**src/rtl/usb_reset_sequencer.sv**
```systemverilog
// USB-domain reset sequencer: synchronises the PLL lock flag, releases rst_usb after a stable
// interval and holds it for a minimum time on lock loss or sw_reset. Option: USB_RST_LOSS_COUNT_EN.
module usb_reset_sequencer #(
   parameter int SYNC_STAGES   = 2,
   parameter int STABLE_CYCLES = 4800,
   parameter int HOLD_CYCLES   = 16
) (
   input  logic       clock,
   input  logic       reset_n,
   input  logic       locked,
   input  logic       sw_reset,
   output logic       rst_usb,
   output logic       ready,
   output logic [1:0] state
`ifdef USB_RST_LOSS_COUNT_EN
   ,
   output logic [7:0] loss_count
`endif
);

   localparam int MAX_CYCLES = (STABLE_CYCLES > HOLD_CYCLES) ? STABLE_CYCLES : HOLD_CYCLES;
   localparam int CNT_W      = $clog2(MAX_CYCLES + 1);
   localparam logic [CNT_W-1:0] STABLE_LAST = CNT_W'(STABLE_CYCLES - 1);
   localparam logic [CNT_W-1:0] HOLD_LAST   = CNT_W'(HOLD_CYCLES - 1);

   typedef enum logic [1:0] {
      ST_WAIT_LOCK = 2'd0,
      ST_STABILIZE = 2'd1,
      ST_RUN       = 2'd2,
      ST_HOLD      = 2'd3
   } state_e;

   logic [SYNC_STAGES-1:0] sync_q, sync_d;
   logic                   locked_s;
   state_e                 state_q, state_d;
   logic [CNT_W-1:0]       cnt_q, cnt_d;
   logic                   rst_usb_q, rst_usb_d;
   logic                   ready_q, ready_d;

   assign locked_s = sync_q[SYNC_STAGES-1];

   // Synchroniser shift: bit 0 captures the asynchronous lock flag.
   always_comb begin
      sync_d = {sync_q[SYNC_STAGES-2:0], locked};
   end

   // Next state, shared counter and registered reset/ready values.
   always_comb begin
      state_d = state_q;
      cnt_d   = cnt_q;
      case (state_q)
         ST_WAIT_LOCK: begin
            if (locked_s) begin
               state_d = ST_STABILIZE;
               cnt_d   = {CNT_W{1'b0}};
            end else begin
               cnt_d   = {CNT_W{1'b0}};
            end
         end
         ST_STABILIZE: begin
            // Any dropout discards all accumulated stable time.
            if (!locked_s) begin
               state_d = ST_WAIT_LOCK;
               cnt_d   = {CNT_W{1'b0}};
            end else if (cnt_q == STABLE_LAST) begin
               state_d = ST_RUN;
               cnt_d   = {CNT_W{1'b0}};
            end else begin
               cnt_d   = cnt_q + CNT_W'(1);
            end
         end
         ST_RUN: begin
            if (!locked_s || sw_reset) begin
               state_d = ST_HOLD;
               cnt_d   = {CNT_W{1'b0}};
            end else begin
               cnt_d   = {CNT_W{1'b0}};
            end
         end
         ST_HOLD: begin
            if (cnt_q == HOLD_LAST) begin
               state_d = ST_WAIT_LOCK;
               cnt_d   = {CNT_W{1'b0}};
            end else begin
               cnt_d   = cnt_q + CNT_W'(1);
            end
         end
         default: begin
            state_d = ST_WAIT_LOCK;
            cnt_d   = {CNT_W{1'b0}};
         end
      endcase
      rst_usb_d = (state_d != ST_RUN);
      ready_d   = (state_d == ST_RUN);
   end

   // State, counter, synchroniser and output registers.
   always_ff @(posedge clock or negedge reset_n) begin
      if (!reset_n) begin
         sync_q    <= {SYNC_STAGES{1'b0}};
         state_q   <= ST_WAIT_LOCK;
         cnt_q     <= {CNT_W{1'b0}};
         rst_usb_q <= 1'b1;
         ready_q   <= 1'b0;
      end else begin
         sync_q    <= sync_d;
         state_q   <= state_d;
         cnt_q     <= cnt_d;
         rst_usb_q <= rst_usb_d;
         ready_q   <= ready_d;
      end
   end

   assign rst_usb = rst_usb_q;
   assign ready   = ready_q;
   assign state   = state_q;

`ifdef USB_RST_LOSS_COUNT_EN
   logic [7:0] loss_count_q, loss_count_d;
   logic       loss_inc_s;

   // A RUN exit with lock low counts even if sw_reset was also present.
   always_comb begin
      loss_inc_s = (state_q == ST_RUN) && !locked_s;
      if (loss_inc_s && (loss_count_q != 8'hFF)) begin
         loss_count_d = loss_count_q + 8'd1;
      end else begin
         loss_count_d = loss_count_q;
      end
   end

   // Saturating loss counter, cleared only by reset_n.
   always_ff @(posedge clock or negedge reset_n) begin
      if (!reset_n) begin
         loss_count_q <= 8'd0;
      end else begin
         loss_count_q <= loss_count_d;
      end
   end

   assign loss_count = loss_count_q;
`endif

endmodule

```
**config.mk**
```make
export PLATFORM = sky130hd
export DESIGN_NAME = usb_reset_sequencer
export DESIGN_NICKNAME = d
export VERILOG_FILES = /design/src/rtl/usb_reset_sequencer.sv
export SDC_FILE = /design/constraint.sdc
export NUM_CORES = 1
export LEC_CHECK = 0
export ABC_AREA = 1
export BUFFER_PORTS_ARGS = -buffer_cell sky130_fd_sc_hd__buf_2
export CAP_MARGIN = 40
export CORE_MARGIN = 2
export CORE_UTILIZATION = 55
export CTS_BUF_LIST = sky130_fd_sc_hd__clkbuf_8
export DETAILED_ROUTE_END_ITERATION = 12
export GPL_ROUTABILITY_DRIVEN = 0
export GPL_TIMING_DRIVEN = 0
export PLACE_DENSITY = 0.74
export SYNTH_ARGS = -nofsm -noshare
export SYNTH_HDL_FRONTEND = slang
export SYNTH_SLANG_ARGS = --single-unit
```
**constraint.sdc**
```tcl
create_clock -name clock -period 2.1 [get_ports clock]
set_input_delay 0.21 -clock clock [delete_from_list [all_inputs] [get_ports clock]]
set_output_delay 0.21 -clock clock [all_outputs]
set_load 0.01 [all_outputs]
```
==> run_results.csv, run 1 <==
group,metric,value,unit
sta,finClkSkew,0.00235,ns
global_route,grt_pass1_wl,2.67,mm
sta,setup_ws,0.645,ns
synthesis,synth_edf_count,0,
clock_network,cts_made_buffers,3,
critical_path,critPathTopFamily,"simple AND/OR/NAND/NOR gates",
global_route,gr-total-overflow,0,
floorplan,die_h,45.9,um
drt,avgViaCountPerCell,4.98,
clock_network,clock_latency,0.25,ns
synthesis,synth_common_cells,"nor2_1 (29), nand2_1 (25), dfrtp_1 (18)",
hold_path,min_from,"locked",
global_route,track_usage,18.3,%
synthesis,yosysSeqAreaShare,49.5,%
synthesis,yosys.area.top_type_share,46.8,%
drt,drtAntennaViolNets,0,
synthesis,synth_area_leaders,"dfrtp_1 (47%), nor2_1 (11%), nand2_1 (9.7%)",
placement,pre_cts_slack,0.631,ns
placement,dp_cells,145,
clock_network,clk_pin_slew_worst_paths,0.07,ns
clock_network,cts_buffer_depth,2,
power,p_leak,0.515,nW
sta,setup_tns,0,ns
critical_path,r2r_slack,0.65,ns
synthesis,synth_area_leader_cell,"dfrtp_1",
final_layout,drive_above_1_share,14.3,%
final_layout,area_growth,11.7,%
sta,rsz0062_at_grt,"false",
synthesis,synth.most_common_cell,"nor2_1",
floorplan,placementRows,15,
synthesis,post_synth.cell_area_avg,7.96,um^2
drt,vias,747,
critical_path,cp_cell_sequence,"ha_1, nand3_2, nor2_1, nand2_1, nand2_2, nand2_4, inv_4, nor2_1",
final_layout,fill_cells,156,
drt,drc_errors,0,
sta,tightest_slew,0.397,ns
critical_path,cp-end-kind,"flip-flop",
clock_network,cts_resized,0,
global_route,grt_pass1_vias,626,
sta,slew_violations,0,
floorplan,die_area,0.00210,mm^2
clock_network,cts.sinks,19,
hold_path,hold_class,"in2reg",
drt,drtIter0Drc,14,
synthesis,synth_area,963,um^2
critical_path,crit_required,2.25,ns
sta,hold_viol_final,0,
synthesis,syn_nets,126,
global_route,antenna_found_initial,0,
clock_network,cts_root_buffer,"clkbuf_8",
final_layout,fin_nets,139,
critical_path,r2r-start,"cnt_q[0]",
synthesis,ys_seq_elements,19,
synthesis,synth-main-ff-cell,"dfrtp_1",
placement,io_buffers,7,
placement,hpwl,1.14,mm
synthesis,ys_warn_count,0,
power,power_density,629,mW/mm^2
synthesis,async_reset_ff_share,100,%
drt,wl,1.58,mm
critical_path,critPathArrivalTime,1.60,ns
critical_path,worstRegToRegCells,8,
sta,post-route-period-util,69.3,%
critical_path,critPathMostFrequentCell,"nor2_1",
sta,finalSetupViolCount,0,
floorplan,ios,8,
final_layout,layoutNonFillerInstCount,150,
critical_path,cp_max_fo,10,
critical_path,slowest_delay,0.40,ns
clock_network,htreeDepth,1,
hold_path,hold_path_end,"sync_q[0]",
drt,wl_per_cell,10.5,um
power,peakVddDrop,0.530,mV
final_layout,diodes,0,
clock_network,cts_tree,"done",
floorplan,initial_core_util,57.0,%
critical_path,critPathBufInv,1,
sta,min_period,1.45,ns
global_route,grt_max_degree,20,
flow_run,cap_violations,0,
critical_path,path_class,"reg2reg",
sta,slew_headroom,73.6,%
synthesis,synthCells,121,
status,status,"finished, final reports clean",
drt,dr.pass1.iters,4,
hold_path,holdPathStages,1,
synthesis,synth_cell_type_count,20,
sta,max_freq,0.687,GHz
floorplan,core_area,0.00169,mm^2
critical_path,reg2reg_to,"cnt_q[10]",
critical_path,cp_slowest_cell,"dfrtp_1",
floorplan,die_w,45.9,um
critical_path,worst_setup_path_start_kind,"flip-flop",
## registers in the layout, indices dropped and copies added (netlist names)
register / flops
rst_usb: 1
state: 2
cnt_q: 13
ready: 1
sync_q: 2
## layer usage
metal,up-vias,part of all wire [%],GRT usage (%),routed length [um]
met5,-,0,0,0
met4,0,2.5,10.3,40
met3,4,1.8,3.57,28
met2,9,48,29.4,760
met1,339,47,22.6,748
li1,395,-,-,-
## placed cells by master, fill, tap and decap left out, types with 2 or more instances in the layout
| cell | instances |
|---|---|
| nand2_2 | 2 |
| dfrtp_1 | 18 |
| buf_2 | 7 |
| clkbuf_8 | 3 |
| inv_1 | 15 |
| xor2_1 | 7 |
| nand3_2 | 2 |
| nand3_1 | 10 |
| nor3_1 | 2 |
| nand2_1 | 25 |
| nor2_1 | 29 |
## layout make-up
class | count | area (um^2) | share of cell area, %
multi-input combinational | 86 | 424 | 39.4
inverter | 16 | 62.6 | 5.81
sequential | 19 | 477 | 44.3
clock inverter | 1 | 5.00 | 0.465
clock buffer | 3 | 41.3 | 3.84
tap | 17 | 21.3 | 1.98
timing repair buffer | 8 | 45.0 | 4.19
## worst register-to-register path: cells and delay by family (launching register included)
kind,cells,cell delay [ns]
fa+ha+maj,1,0.22
buf+inv,1,0.11
flops,1,0.40
simple gates,6,0.61
## power breakdown
group,total [mW],switching (mW),internal (mW)
registers,0.381,0.00759,0.374
logic,0.0488,0.0325,0.0162
clock network,0.247,0.115,0.132
total,0.677,0.155,0.522
## stage by stage
| step | util, % | hold WS [ns] | power [mW] | area [um^2] |
|---|---|---|---|---|
| global placement | 60.4 | 0.164 | 0.435 | 1020 |
| finish | 63.7 | 0.0609 | 0.677 | 1080 |
| floorplan | - | -0.0856 | 0.417 | 963 |
| global route | 63.7 | 0.0638 | 0.709 | 1080 |
| detailed placement | 60.4 | 0.169 | 0.437 | 1020 |
| CTS | 63.7 | 0.0546 | 0.685 | 1080 |
## cells by family (layout without fill, tap and decap cells)
family	count (synthesis)	in the layout	share of synthesized area [%]
AOI/OAI and AO/OA	3	3	1.56
xor gates and xnor gates	8	8	7.27
adders and majority gates	1	1	1.30
buffers and inverters	16	28	6.49
DFF	19	19	49.5
and+or+nand+nor	74	74	33.9
## worst max-delay path by stage
stage                      endpoint      from  slack [ns]  depth (start not counted)
after global routing       cnt_q[6]  cnt_q[0]        0.46                          8
after global placement    cnt_q[10]  cnt_q[0]        0.65                          8
after floorplan           cnt_q[10]  cnt_q[0]        0.79                          8
after detailed placement  cnt_q[10]  cnt_q[0]        0.63                          8
final                     cnt_q[10]  cnt_q[0]        0.65                          8
after CTS                 cnt_q[10]  cnt_q[0]        0.63                          8
## what timing repair did
action | 4_1_cts | 5_1_grt
endpoints found under the hold margin | 18 | 0
hold buffers | 1 | 0
setup buffers | 0 | 0
Note: power is estimated with default switching activity, not from simulation.
==> run 2, diff against run 1 <==
clock period = 1.5 ns   (was 2.1 ns; I/O delays follow)
==> run 2 against run 1 <==
Effect of this change:
- utilization is 3.3 points higher
- combinational power is 62% higher
- cell count is 1.3% higher
- non-clock buffer count is 2 higher
- worst setup slack worse by 0.54 ns
- clock skew hardly changed
- clock power is 41% higher
- largest cell class unchanged
==> run_results.csv, run 2 (synthesized netlist as in run 1, its figures left out) <==
group,metric,value,unit
sta,slew_headroom,72.5,%
critical_path,cp-end-kind,"flip-flop",
critical_path,cp_max_fo,10,
sta,post-route-period-util,92.7,%
critical_path,crit_required,1.65,ns
drt,wl,1.71,mm
final_layout,most-common-layout-cells,"nor2_1 (27), nand2_1 (25), dfrtp_1 (18)",
floorplan,die_area,0.00210,mm^2
clock_network,cts.sinks,19,
sta,finalSetupViolCount,0,
final_layout,layout_commonest_cell,"nor2_1",
status,status,"finished, final reports clean",
clock_network,clock_latency,0.25,ns
hold_path,hold_class,"in2reg",
critical_path,r2r-start,"cnt_q[0]",
clock_network,cts_tree,"done",
sta,max_freq,0.719,GHz
global_route,grt_max_degree,20,
critical_path,cp_cell_sequence,"ha_4, nand3_4, nor2_2, nand2_1, nand2_4, nand2_4, inv_6, nor2_1",
power,power_density,852,mW/mm^2
global_route,grt_pass1_vias,634,
sta,hold_viol_final,0,
final_layout,largest_register,"cnt_q",
power,peakVddDrop,0.879,mV
critical_path,slowest_delay,0.43,ns
critical_path,startpoint,"cnt_q[0]",
drt,drc_errors,0,
final_layout,diodes,0,
final_layout,largest_register_ff_count,13,
placement,hpwl,1.14,mm
critical_path,critPathTopFamily,"simple AND/OR/NAND/NOR gates",
final_layout,fin_nets,141,
clock_network,cts_made_buffers,3,
clock_network,clk_pin_slew_worst_paths,0.07,ns
critical_path,path_class,"reg2reg",
critical_path,worst_setup_path_start_kind,"flip-flop",
clock_network,htreeDepth,1,
placement,io_buffers,7,
floorplan,die_h,45.9,um
critical_path,critPathArrivalTime,1.54,ns
placement,placed_area,0.00102,mm^2
final_layout,drive_above_1_share,17.0,%
final_layout,fin_util,67.0,%
critical_path,cp_slowest_cell,"dfrtp_1",
clock_network,cts_root_buffer,"clkbuf_8",
final_layout,area_growth,17.4,%
sta,tightest_slew,0.412,ns
flow_run,cap_violations,0,
floorplan,core_area,0.00169,mm^2
sta,min_period,1.39,ns
drt,wl_per_cell,11.3,um
drt,avgViaCountPerCell,5.09,
clock_network,cts_buffer_depth,2,
final_layout,layoutNonFillerInstCount,152,
drt,vias,774,
global_route,track_usage,18.4,%
global_route,grt_pass1_wl,2.70,mm
global_route,gr-total-overflow,0,
power,finalPower,964,uW
floorplan,initial_core_util,57.0,%
critical_path,critPathBufInv,1,
drt,dr.pass1.iters,4,
power,p_leak,0.523,nW
global_route,antenna_found_initial,0,
floorplan,ios,8,
critical_path,critPathMostFrequentCell,"nand2_4",
floorplan,placementRows,15,
drt,drtIter0Drc,9,
sta,finClkSkew,0.00234,ns
sta,setup_tns,0,ns
final_layout,final_area,0.00113,mm^2
critical_path,r2r_slack,0.11,ns
floorplan,die_w,45.9,um
sta,slew_violations,0,
drt,drtAntennaViolNets,0,
placement,dp_cells,145,
hold_path,min_from,"sw_reset",
==> run 2: path summary, 6_finish.rpt <==
path / endpoint / depth (start not counted)
min in group asynchronous: state[0] / 2
worst min register to register: sync_q[1] / 0
max in group asynchronous: rst_usb / 2
worst min-delay path: state[0] / 5
worst max register to register: cnt_q[10] / 8
worst max-delay path: cnt_q[10] / 8
==> run 2: timing repair <==
item	CTS	global route
buffers inserted	0	1
gates resized for setup	0	8
hold endpoints to repair	19	0
hold buffers	2	0
endpoints found under the setup margin	0	15
==> run 2: layout make-up <==
type | count | area [um^2]
multi-input combinational | 86 | 459
tap | 17 | 21.3
inverter | 16 | 65.1
clock inverter | 1 | 5.00
fill | 149 | 558
clock buffer | 3 | 41.3
sequential | 19 | 477
timing repair buffer | 10 | 62.6
==> run 2: per-layer routing <==
| layer | up-vias | part of all wire [%] | global-route usage (%) |
|---|---|---|---|
| met1 | 358 | 44 | 22.6 |
| met5 | - | 0 | 0 |
| met2 | 11 | 52 | 30.0 |
| met4 | 0 | 2.3 | 10.3 |
| met3 | 4 | 1.9 | 3.57 |
| li1 | 401 | - | - |
==> run 2: power by group <==
part           switching, mW  internal, mW
Clock                  0.164         0.184
Combinational         0.0493        0.0298
Sequential            0.0126         0.523
==> run 2: per-stage QoR <==
step / hold slack (ns) / setup WS [ns]
finish: 0.238 / 0.110
detailed placement: 0.109 / 0.0310
CTS: 0.241 / 0.0319
global placement: 0.104 / 0.0452
floorplan: -0.146 / 0.195
global route: 0.268 / -0.00145
==> run 2: tightest hold or removal path, stage by stage <==
cell and delay, ns:
buf_2 0.07, inv_1 0.03, nand2_1 0.05, nand3_1 0.06
nand4_1 0.09
